## src/rtl/slicel_config_loader.sv

```systemverilog
// Serial LSB-first config loader for one slicel: 143 data bits plus an even-parity trailer, committed atomically.
// 145 cycles from accepted start at full rate; bit_valid low stalls one cycle each, with no timeout.
module slicel_config_loader #(
  parameter int S_XX_BASE = 4,
  parameter int NUM_LUTS  = 4,
  parameter int MUX_LVLS  = $clog2(NUM_LUTS),
  parameter int CFG_SIZE  = 2*(2**S_XX_BASE)+1,
  localparam int CFG_BITS = CFG_SIZE*NUM_LUTS+MUX_LVLS+1+2*NUM_LUTS
) (
  input  logic                         cclk,
  input  logic                         rst,
  input  logic                         start,
  input  logic                         bit_in,
  input  logic                         bit_valid,
  output logic                         bit_ready,
  output logic [CFG_SIZE*NUM_LUTS-1:0] luts_config_in,
  output logic [MUX_LVLS-1:0]          inter_lut_mux_config,
  output logic                         config_use_cc,
  output logic [2*NUM_LUTS-1:0]        regs_config_in,
  output logic                         cen,
  output logic                         busy,
  output logic                         done,
  output logic                         err
);

  localparam int CNT_W = $clog2(CFG_BITS+1);
  localparam logic [CNT_W-1:0] CNT_LAST = CNT_W'(CFG_BITS-1);

  // Field order mirrors the frame: first bit received is luts[0].
  typedef struct packed {
    logic [2*NUM_LUTS-1:0]        regs;
    logic                         use_cc;
    logic [MUX_LVLS-1:0]          mux;
    logic [CFG_SIZE*NUM_LUTS-1:0] luts;
  } cfg_t;

  typedef enum logic [1:0] {IDLE, SHIFT, CHECK, COMMIT} state_t;

  state_t              state, state_nxt;
  logic [CFG_BITS-1:0] shadow;
  logic [CNT_W-1:0]    bit_cnt;
  cfg_t                cfg_q;
  logic                accept;
  logic                parity_ok;

  assign accept    = bit_ready & bit_valid;
  assign parity_ok = ~((^shadow) ^ bit_in);

  always_ff @(posedge cclk or posedge rst) begin
    if (rst) state <= IDLE;
    else     state <= state_nxt;
  end

  always_comb begin
    state_nxt = state;
    case (state)
      IDLE:    if (start) state_nxt = SHIFT;
      SHIFT:   if (accept && bit_cnt == CNT_LAST) state_nxt = CHECK;
      CHECK:   if (accept) state_nxt = parity_ok ? COMMIT : IDLE;
      COMMIT:  state_nxt = IDLE;
      default: state_nxt = IDLE;
    endcase
  end

  always_ff @(posedge cclk or posedge rst) begin
    if (rst) begin
      bit_ready <= 1'b0;
      busy      <= 1'b0;
      done      <= 1'b0;
      err       <= 1'b0;
      cen       <= 1'b1;
      shadow    <= '0;
      bit_cnt   <= '0;
      cfg_q     <= '0;
    end else begin
      // Status flags are decoded from the next state so they line up with it.
      bit_ready <= (state_nxt == SHIFT) || (state_nxt == CHECK);
      busy      <= (state_nxt != IDLE);
      done      <= 1'b0;
      case (state)
        IDLE: begin
          if (start) begin
            err     <= 1'b0;
            bit_cnt <= '0;
            cen     <= 1'b1;
          end
        end
        SHIFT: begin
          if (accept) begin
            shadow  <= {bit_in, shadow[CFG_BITS-1:1]};
            bit_cnt <= bit_cnt + 1'b1;
          end
        end
        CHECK: begin
          if (accept && !parity_ok) err <= 1'b1;
        end
        COMMIT: begin
          cfg_q <= cfg_t'(shadow);
          done  <= 1'b1;
          cen   <= 1'b0;
        end
        default: ;
      endcase
    end
  end

  assign luts_config_in       = cfg_q.luts;
  assign inter_lut_mux_config = cfg_q.mux;
  assign config_use_cc        = cfg_q.use_cc;
  assign regs_config_in       = cfg_q.regs;

endmodule

```

## config.mk

```make
export PLATFORM = sky130hd
export DESIGN_NAME = slicel_config_loader
export DESIGN_NICKNAME = d
export VERILOG_FILES = /design/src/rtl/slicel_config_loader.sv
export SDC_FILE = /design/constraint.sdc
export NUM_CORES = 1
export LEC_CHECK = 0
export CAP_MARGIN = 20
export CORE_MARGIN = 1.5
export CORE_UTILIZATION = 55
export CTS_CLUSTER_SIZE = 16
export DETAILED_ROUTE_END_ITERATION = 6
export PLACE_DENSITY = 0.8
export SETUP_SLACK_MARGIN = 0.4
export SLEW_MARGIN = 20
export SYNTH_ARGS = -nofsm -noshare
export SYNTH_HDL_FRONTEND = slang
export SYNTH_SLANG_ARGS = --single-unit
```

## constraint.sdc

```tcl
create_clock -name cclk -period 12 [get_ports cclk]
set_input_delay 2.4 -clock cclk [delete_from_list [all_inputs] [get_ports cclk]]
set_output_delay 2.4 -clock cclk [all_outputs]
set_load 0.05 [all_outputs]
```

==> results.md, run 1 <==
* Outcome: finished clean
* Depth of the worst register-to-register path at 9
* Pins over their slew limit at 0
* Top Ports at approximately 150
* Worst IR Drop VDD at around 0.10 mV
* Path type of the worst min-delay path: reg2reg
* Worst Hold Depth at 2
* Max Fclk at approximately 230 MHz
* Initial core utilization at 0.557
* Remaining design rule violation count at 0
* Required time of the critical path at about 12000 ps
* Clock buffers created by TritonCTS at 30
* Cell area power density at approximately 160 nW/um2
* Launching element type of the critical path: input port
* Post-synth ARST share at 1.00
* R2r endpoint: bit_ready
* Yosys reg bits at roughly 300
* Number of flops mapped to enable cells by yosys at 0
* CTS tree: done
* Iteration count of the initial detailed-routing pass at 4
* Final setup margin at approximately 7700 ps
* Total wire length after detailed routing at between 20000 and 25000 um
* Quantity of gates resized following cts at 0
* Remaining max-slew budget at the tightest pin at 0.350
* Final hold vios at 0
* Number of global-route vias before repair at 8187
* Endpoint type of the worst setup path: register
* CTS H-Tree Depth at 1
* Start point of the critical path: bit_in
* Source-to-sink clock delay at the later pin of the worst-skew pair at around 540 ps
* Area growth, synth to finish at 22.4%
* Post-detailed-placement half-perimeter wirelength at 15800 um
* Clk slew on worst S/H paths at 60 ps
* Max-cap check violation count at 0
* Vias per inst at a little over 5
* # placed instances at 1513
* Share of layout cells above drive strength 1 at 0.161
* Mapped Nets at 1126
* Diode insertion count for antenna repair at 0
* Yosys cell types at 30
* Final net count at ~1300
* Worst Max-Slew Pin Slew at 975 ps
* Worst Path Max Fanout at 5
* Most common library cell in the layout ignoring fill and taps: sky130_fd_sc_hd__nand2_1
* Number of setup violations in the final report at 0
* End of the critical path: bit_ready
* Post-layout instance area at 15300 um2
* Maximum number of pins on one net before global-route repair at roughly 160
* Worst Path Arrival at 4700 ps
* Total negative slack at 0 ps
* Remaining number of nets flagged by the antenna check after routing at 0
* Routability cong. at between 0.7 and 0.8
* Max Root-Sink Buffers at 3
* Number of hold buffers added after cts at 0
* Netlist Area Pre-Place at 12500 um2
* Final Instance Count excl. Fillers at between 1500 and 2000
* Mean instance size in the synthesized netlist at between 10 and 15 um2
* Global-route usage over all layers at 0.217
* Port-buffer cells at 152
* Top flip-flop cell by instance count after synthesis: sky130_fd_sc_hd__dfrtp_1
* Die H at between 150 and 200 um
* Sequential-to-total area share from yosys stat at 0.601
* Vias at just over 8000
* Post-route fraction of the period consumed by the critical path at 0.356
* Reg-to-reg setup timing slack at about 9100 ps
* Total design power at 0.00239 W
* Post-CTS Setup Bufs at 0
* Chip Width at approximately 150 um
* Minimum clock period after layout at roughly 4300 ps
* Crit Path Category: in2reg
* Highest-count cells in the layout ignoring fill and taps: sky130_fd_sc_hd__nand2_1, sky130_fd_sc_hd__dfrtp_1, sky130_fd_sc_hd__clkdlybuf4s50_1
* Total gr overflow at 0
* Average routed wire per standard cell at between 15 and 20 um
* Number of antenna violations at the first check in global routing at 0
* Row cnt at 55
* Clock tree sinks at between 300 and 400
* Wire length of the first global-routing pass at between 40000 and 50000 um
* Worst slack at placement at between 7000 and 8000 ps
* Total placed instance area at ~14000 um2
* R2R Path Start: shadow[109]
* Layout filler cell count at approximately 1600
* Clk Tree Root Cell: sky130_fd_sc_hd__clkbuf_16
* Syn Inst Count at around 1100
* Core Footprint at 22500 um2
* Worst clock skew at around 9.0 ps
* Number of DRC markers after the initial detailed-route iteration at about 430
* RSZ-0062 raised after global routing: no
* Overall die area at approximately 24000 um2
* Synthesis Warnings at 0
* Leakage at just under 8 nW
## Yosys cell counts, drive strengths merged, types with 2 or more instances
| cell type | instances | area [um2] |
|---|---|---|
| nor3 | 2 | 10.0 |
| nand2 | 437 | 1640 |
| xor2 | 25 | 219 |
| ha | 3 | 37.5 |
| clkbuf | 47 | 176 |
| o21ai | 3 | 15.0 |
| mux2 | 143 | 1610 |
| a21oi | 2 | 10.0 |
| nand3 | 6 | 30.0 |
| xnor2 | 120 | 1060 |
| inv | 4 | 15.0 |
| nand4 | 2 | 12.5 |
| xnor3 | 2 | 46.3 |
| nand2b | 2 | 12.5 |
| dfrtp | 300 | 7510 |
| nor2 | 9 | 33.8 |
## per-stage QoR
step                      hold slack, ps   util
after global placement               451  0.637
final                                461  0.682
after global routing                 485  0.682
after detailed placement             452  0.637
after CTS                            461  0.682
after floorplan                      485      -
## final cells by class
class                           instances  area [um2]  share of cell area
Multi-Input combinational cell        765        4830               0.315
Sequential cell                       301        7530               0.491
Inverter                                4        22.5             0.00147
Tap cell                              285         357              0.0232
Timing Repair Buffer                  158        1580               0.103
Clock inverter                          6        57.6             0.00375
Clock buffer                           48         960              0.0626
## layer usage
metal  wire length [um]  global-route usage  part of all wire
met1              10900               0.297              0.44
met2              12200               0.363              0.49
met3               1340              0.0434             0.054
met4                311              0.0430             0.013
met5                  0                   0                 0
## worst max-delay path, cell delays in order
cell	delay, ps
sky130_fd_sc_hd__clkdlybuf4s50_1	500
sky130_fd_sc_hd__xor2_1	180
sky130_fd_sc_hd__xnor2_1	160
sky130_fd_sc_hd__xnor2_1	160
sky130_fd_sc_hd__xnor2_1	100
sky130_fd_sc_hd__xnor2_1	250
sky130_fd_sc_hd__xnor2_1	110
sky130_fd_sc_hd__xnor2_1	340
sky130_fd_sc_hd__o221a_1	260
sky130_fd_sc_hd__ha_1	230
## worst min-delay path by stage
stage	from	end	slack, ps
final	cen	cen	460
after global routing	cen	cen	490
after CTS	cen	cen	460
after detailed placement	cen	cen	450
after global placement	cen	cen	450
after floorplan	shadow[0]	shadow[0]	490
## power breakdown
group	internal, W	total, W	switching [W]	leakage [nW]
Combinational	0.000153	0.000363	0.000210	3.13
Clock	0.000564	0.000941	0.000377	0.504
Sequential	0.00105	0.00109	0.0000415	4.17
Total	0.00177	0.00239	0.000628	7.80
## kinds of logic after synthesis
| group | Yosys count | synth area share |
|---|---|---|
| AOI/OAI and AO/OA | 9 | 0.00489 |
| xor gates and xnor gates | 147 | 0.106 |
| adders and majority gates | 3 | 0.00299 |
| buffers and inverters | 52 | 0.0156 |
| DFF | 301 | 0.601 |
| muxes | 143 | 0.128 |
| and+or+nand+nor | 463 | 0.141 |
## flip-flops by register name, summed over array words and instances, names as in the netlist, 2 cells and up
name / count
inter_lut_mux_config: 2
luts_config_in: 132
shadow: 143
state: 2
regs_config_in: 8
bit_cnt: 8
No activity file was read; power rests on OpenSTA's default activity.
==> inputs of run 2 (changes only) <==
==> constraint.sdc (replaced) <==
create_clock -name cclk -period 4.35 [get_ports cclk]
set_input_delay 0.87 -clock cclk [delete_from_list [all_inputs] [get_ports cclk]]
set_output_delay 0.87 -clock cclk [all_outputs]
set_load 0.05 [all_outputs]
==> run 2 against run 1 <==
Effect of this change: non-clock buffer count increased by 6; sequential cell count unchanged; largest cell class unchanged; routed wire length about the same; worst hold slack got worse by 0.99 ps; first-iteration DRC count decreased by 10%; design area increased by 0.48%; critical path type unchanged; combinational power increased to 2.7 times the previous value; critical endpoint unchanged; die area unchanged; utilization increased by 0.33 points.
==> results.md, run 2 (synthesis gave the netlist of run 1 again) <==
* Cell area power density at roughly 430 nW/um2
* Max Fclk at approximately 350 MHz
* Die H at roughly 150 um
* Most used cell along the critical path: sky130_fd_sc_hd__xnor2_1
* Remaining number of nets flagged by the antenna check after routing at 0
* Post-CTS Setup Bufs at 0
* Wire length of the first global-routing pass at 41700 um
* Minimum clock period after layout at 2850 ps
* Leakage at between 7 and 8 nW
* Detailed route wirelength on metal2 at 12000 um
* Worst Path Max Fanout at 5
* Post-layout instance area at roughly 15000 um2
* Source-to-sink clock delay at the later pin of the worst-skew pair at between 500 and 600 ps
* Quantity of gates resized following cts at 0
* Top Ports at between 150 and 200
* Worst IR Drop VDD at ~0.26 mV
* Max stage delay on crit path at around 520 ps
* Average routed wire per standard cell at 15.7 um
* Buffers and inverters on the worst path at 1
* Total placed instance area at approximately 14000 um2
* Vias per inst at 5.13
* Uppermost metal layer occupied by signal nets: met4
* Switching portion of total power at 0.258
* Number of DRC markers after the initial detailed-route iteration at roughly 380
* Clk Tree Root Cell: sky130_fd_sc_hd__clkbuf_16
* Internal at roughly 0.005 W
* RSZ-0062 raised after global routing: no
* CP top delay family: XOR/XNOR gates
* Layout filler cell count at around 1600
* Worst Max-Slew Pin Slew at approximately 860 ps
* Vias at between 8000 and 9000
* Remaining max-slew budget at the tightest pin at 0.426
* Remaining design rule violation count at 0
* Chip Width at ~150 um
* Combinational share of power at 0.150
* Routed length on met1 at 10900 um
* Net switching component of the power at ~0.0017 W
* Core Footprint at roughly 23000 um2
* Maximum number of pins on one net before global-route repair at 90
* Row cnt at between 50 and 60
* Outcome: finished clean
* Worst clock skew at 21.3 ps
* Total wire length after detailed routing at 24800 um
* Clock buffers created by TritonCTS at 30
* Share of layout cells above drive strength 1 at 0.164
* Number of antenna violations at the first check in global routing at 0
* Number of hold buffers added after cts at 0
* Clock share of power at 0.395
* Routability cong. at 0.749
* Area growth, synth to finish at 23.0%
* Highest-count cells in the layout ignoring fill and taps: sky130_fd_sc_hd__nand2_1, sky130_fd_sc_hd__dfrtp_1, sky130_fd_sc_hd__clkdlybuf4s50_1
* Total area of multi-input combinational cells at 4830 um2
* Share of the core filled with cells at 0.685
* Crit Path Category: in2reg
* CTS H-Tree Depth at 1
* CTS tree: done
* Number of flip-flops in the largest register at about 140
* Post-route fraction of the period consumed by the critical path at 0.654
* Clock tree sinks at 301
* Iteration count of the initial detailed-routing pass at 5
* Total gr overflow at 0
* Pins over their slew limit at 0
* Worst Path Arrival at 3250 ps
* Global-route usage over all layers at 0.216
* Diode insertion count for antenna repair at 0
* Register area at 7530 um2
* Number of setup violations in the final report at 0
* Number of global-route vias before repair at approximately 8000
* Detailed-routed wire length on met3 at between 1000 and 1500 um
* Clk slew on worst S/H paths at 60 ps
* Path type of the worst min-delay path: reg2reg
* Share of total power in sequential cells at 0.455
* Port-buffer cells at roughly 150
* Total negative slack at 0 ps
* Cells along the critical path: clkdlybuf4s50_1 -> xor2_1 -> xnor2_1 -> xnor2_1 -> xnor2_1 -> xnor2_1 -> xnor2_1 -> xnor2_1 -> o221a_1 -> ha_1
* Final net count at approximately 1300
* Max-cap check violation count at 0
* Critical-path cell with the highest stage delay: sky130_fd_sc_hd__clkdlybuf4s50_1
* Largest reg by FF count: shadow
* Final hold vios at 0
* Post-detailed-placement half-perimeter wirelength at between 15000 and 20000 um
* Launching element type of the critical path: input port
* Most common library cell in the layout ignoring fill and taps: sky130_fd_sc_hd__nand2_1
* Overall die area at 23700 um2
* Max Root-Sink Buffers at 3
* Endpoint type of the worst setup path: register
* Initial core utilization at 0.557
* Reg-to-reg setup timing slack at 1500 ps
* Required time of the critical path at 4760 ps
-- run 2: cell count changes in the layout (fill, tap and decap cells not counted), sizes merged --
cell / before / now
clkinv: 4 / 5
buf: 6 / 12
bufinv: 1 / 2
inv: 4 / 3
-- run 2: metrics by stage --
step	hold WS, ps	power [W]	instances	setup WS [ps]
3_5_place_dp	457	0.00404	1519	963
5_1_grt	479	0.00687	1574	1300
4_1_cts	465	0.00668	1574	1480
2_1_floorplan	485	0.00383	1118	-520
3_3_place_gp	446	0.00402	1519	1030
6_report	460	0.00661	1574	1500
-- run 2: tightest hold or removal path, stage by stage (launching register included) --
cell,delay (ps)
sky130_fd_sc_hd__dfstp_2,370
sky130_fd_sc_hd__nand2_1,50
sky130_fd_sc_hd__nand2_1,40
-- run 2: final timing paths --
check	start	endpoint	cells after the start
max	bit_in	bit_ready	10
min	cen	cen	2
max reg2reg	shadow[112]	bit_ready	9
min reg2reg	cen	cen	2
max in group asynchronous	rst	shadow[135]	3
min in group asynchronous	rst	luts_config_in[6]	2
-- run 2: area by class of cell --
class	count	area share
clock inverters	7	0.00552
inverters	4	0.00122
multi-input cells	765	0.314
flip-flops and latches	301	0.489
well taps	285	0.0231
clock buffers	48	0.0610
repair buffers	164	0.107
-- run 2: metal layers --
metal,track usage,up-vias
met4,0.0578,0
met5,0,-
li1,-,3850
met2,0.356,185
met3,0.0440,43
met1,0.294,3995
-- run 2: power by group through the flow --
| stage | Clock, W | Combinational, W | Sequential (W) |
|---|---|---|---|
| floorplan | 0 | 0.000797 | 0.00303 |
| CTS | 0.00267 | 0.000998 | 0.00301 |
| global route | 0.00277 | 0.00108 | 0.00303 |
| global placement | 0 | 0.000964 | 0.00305 |
| finish | 0.00261 | 0.000991 | 0.00301 |
| detailed placement | 0 | 0.000983 | 0.00306 |
==> inputs of run 3 (changes only) <==
==> constraint.sdc (replaced) <==
create_clock -name cclk -period 2.8 [get_ports cclk]
set_input_delay 0.56 -clock cclk [delete_from_list [all_inputs] [get_ports cclk]]
set_output_delay 0.56 -clock cclk [all_outputs]
set_load 0.05 [all_outputs]
==> run 3 against run 2 <==
Effect of this change: cell count increased by 1.7%; first-iteration DRC count increased by 29%; critical path depth decreased by 1; largest power group unchanged.
==> results.md, run 3 (synthesis gave the netlist of run 1 again) <==
* Outcome: finished clean
* Minimum clock period after layout at 2630 ps
* Remaining max-slew budget at the tightest pin at 0.598
* Number of DRC markers after the initial detailed-route iteration at between 400 and 500
* CTS tree: done
* Row cnt at 55
* # placed instances at about 1500
* Maximum number of pins on one net before global-route repair at 86
* Port-buffer cells at 152
* Worst Path Arrival at ~3100 ps
* Initial core utilization at 0.557
* Number of antenna violations at the first check in global routing at 0
* Source-to-sink clock delay at the later pin of the worst-skew pair at around 540 ps
* Worst clock skew at approximately 10 ps
* Final hold vios at 0
* Leakage at around 8 nW
* Worst slack at placement at -191 ps
* Worst IR Drop VDD at a little under 0.9 mV
* CTS H-Tree Depth at 1
* Cells along the critical path: xor2_1 -> xnor2_1 -> xnor2_1 -> xnor2_1 -> xnor3_2 -> xnor2_2 -> xnor2_2 -> o221a_1 -> ha_1
* RSZ-0062 raised after global routing: yes
* Launching element type of the critical path: register
* Most used cell along the critical path: sky130_fd_sc_hd__xnor2_1
* Post-layout instance area at 15800 um2
* Max stage delay on crit path at around 490 ps
* Net switching component of the power at approximately 0.003 W
* Vias per inst at around 5.1
* Top Ports at roughly 150
* Final setup margin at 166 ps
* Wire length of the first global-routing pass at around 43000 um
* Post-route fraction of the period consumed by the critical path at 0.941
* Share of layout cells above drive strength 1 at 0.197
* Combinational share of power at 0.234
* Overall die area at between 20000 and 25000 um2
* Remaining number of nets flagged by the antenna check after routing at 0
* Switching portion of total power at 0.260
* Total placed instance area at between 10000 and 15000 um2
* Final Instance Count excl. Fillers at 1600
* Path type of the worst min-delay path: in2async
* Iteration count of the initial detailed-routing pass at 7
* Core Footprint at around 23000 um2
* Worst Path Max Fanout at 4
* Highest-count cells in the layout ignoring fill and taps: sky130_fd_sc_hd__nand2_1, sky130_fd_sc_hd__dfrtp_1, sky130_fd_sc_hd__clkdlybuf4s50_1
* Routability cong. at between 0.7 and 0.8
* Clk slew on worst S/H paths at 60 ps
* Critical-path cell with the highest stage delay: sky130_fd_sc_hd__xnor3_2
* Number of flip-flops in the largest register at about 140
* Crit Path Category: reg2reg
* Diode insertion count for antenna repair at 0
* Required time of the critical path at between 3000 and 4000 ps
* Number of setup violations in the final report at 0
* Reg-to-reg setup timing slack at 170 ps
* Most common library cell in the layout ignoring fill and taps: sky130_fd_sc_hd__nand2_1
* Number of global-route vias before repair at 8309
* Cell area power density at roughly 730 nW/um2
* Final net count at 1301
* Max Fclk at about 380 MHz
* Clock buffers created by TritonCTS at 31
* Average routed wire per standard cell at 16.6 um
* Die H at 154 um
* Total wire length after detailed routing at about 27000 um
* Total gr overflow at 0
* Max Root-Sink Buffers at 3
* Vias at between 8000 and 9000
* Total design power at roughly 0.012 W
* Worst Max-Slew Pin Slew at around 600 ps
* Endpoint type of the worst setup path: register
* Max-cap check violation count at 0
* Chip Width at 154 um
* Pins over their slew limit at 0
* Share of total power in sequential cells at 0.404
* Post-detailed-placement half-perimeter wirelength at between 15000 and 20000 um
* Global-route usage over all layers at 0.227
* Hold slack final at roughly 390 ps
* Largest reg by FF count: shadow
* Clock share of power at 0.362
* Clock tree sinks at 301
* Remaining design rule violation count at 0
* Internal at roughly 0.0086 W
* Area growth, synth to finish at 26.4%
* Clk Tree Root Cell: sky130_fd_sc_hd__clkbuf_16
-- run 3: cell count changes in the layout (fill, tap and decap cells not counted), moves of 2 or more --
cell / previous run / this run
sky130_fd_sc_hd__clkbuf_1: 7 / 3
sky130_fd_sc_hd__xnor2_2: 1 / 11
sky130_fd_sc_hd__clkbuf_8: 10 / 7
sky130_fd_sc_hd__bufinv_16: 2 / 4
sky130_fd_sc_hd__dfrtp_1: 300 / 296
sky130_fd_sc_hd__buf_12: 3 / 9
sky130_fd_sc_hd__buf_4: 9 / 28
sky130_fd_sc_hd__xnor2_1: 119 / 107
sky130_fd_sc_hd__xnor2_4: 0 / 2
sky130_fd_sc_hd__clkinv_2: 5 / 10
sky130_fd_sc_hd__clkdlybuf4s50_1: 152 / 150
sky130_fd_sc_hd__dfrtp_2: 0 / 4
-- run 3: cell type report --
class                      instances  area [um2]
clock buffer                      41         883
clock inverter                    14         170
fill                            1594        6660
inverter                           4        18.8
multi-input combinational        765        4950
sequential                       301        7540
tap                              285         357
timing repair buffer             190        1920
-- run 3: worst max-delay path: cells and delay by family, from the launching register on --
kind / cells / cell delay [ps]
XOR/XNOR: 7 / 1640
flip-flops: 1 / 420
AO/OA/AOI/OAI: 1 / 230
adder cells (fa/ha/maj): 1 / 220
-- run 3: through the flow --
stage,TNS [ps],util
floorplan,-528750,-
global placement,-217,0.647
detailed placement,-322,0.647
CTS,0,0.699
global route,0,0.704
finish,0,0.704
-- run 3: path summary, 6_finish.rpt --
| check | from | end | depth (start not counted) |
|---|---|---|---|
| max in group asynchronous | rst | shadow[112] | 3 |
| worst max register to register | shadow[38] | bit_ready | 9 |
| worst min register to register | cen | cen | 2 |
| worst max-delay path | shadow[38] | bit_ready | 9 |
| min in group cclk | cen | cen | 2 |
| worst min-delay path | rst | err | 2 |
-- run 3: per-layer routing --
| metal | part of all wire | up-vias | track usage |
|---|---|---|---|
| met5 | 0 | - | 0 |
| met4 | 0.019 | 0 | 0.0624 |
| met3 | 0.036 | 36 | 0.0307 |
| met2 | 0.50 | 172 | 0.379 |
| met1 | 0.44 | 4122 | 0.314 |
| li1 | - | 3904 | - |
-- run 3: what timing repair did --
item                       in CTS  in global routing
setup buffers                   9                  6
setup endpoints to repair       6                  6
pin swaps                      13                 13
hold buffers                    0                  0
gates resized for setup        10                 13
-- run 3: power groups by stage --
| stage | clock [W] | sequential (W) | combinational (W) |
|---|---|---|---|
| 2_1_floorplan | 0 | 0.00471 | 0.00124 |
| 3_3_place_gp | 0 | 0.00474 | 0.00169 |
| 3_5_place_dp | 0 | 0.00475 | 0.00173 |
| 4_1_cts | 0.00428 | 0.00467 | 0.00245 |
| 5_1_grt | 0.00444 | 0.00470 | 0.00288 |
| 6_report | 0.00418 | 0.00467 | 0.00271 |
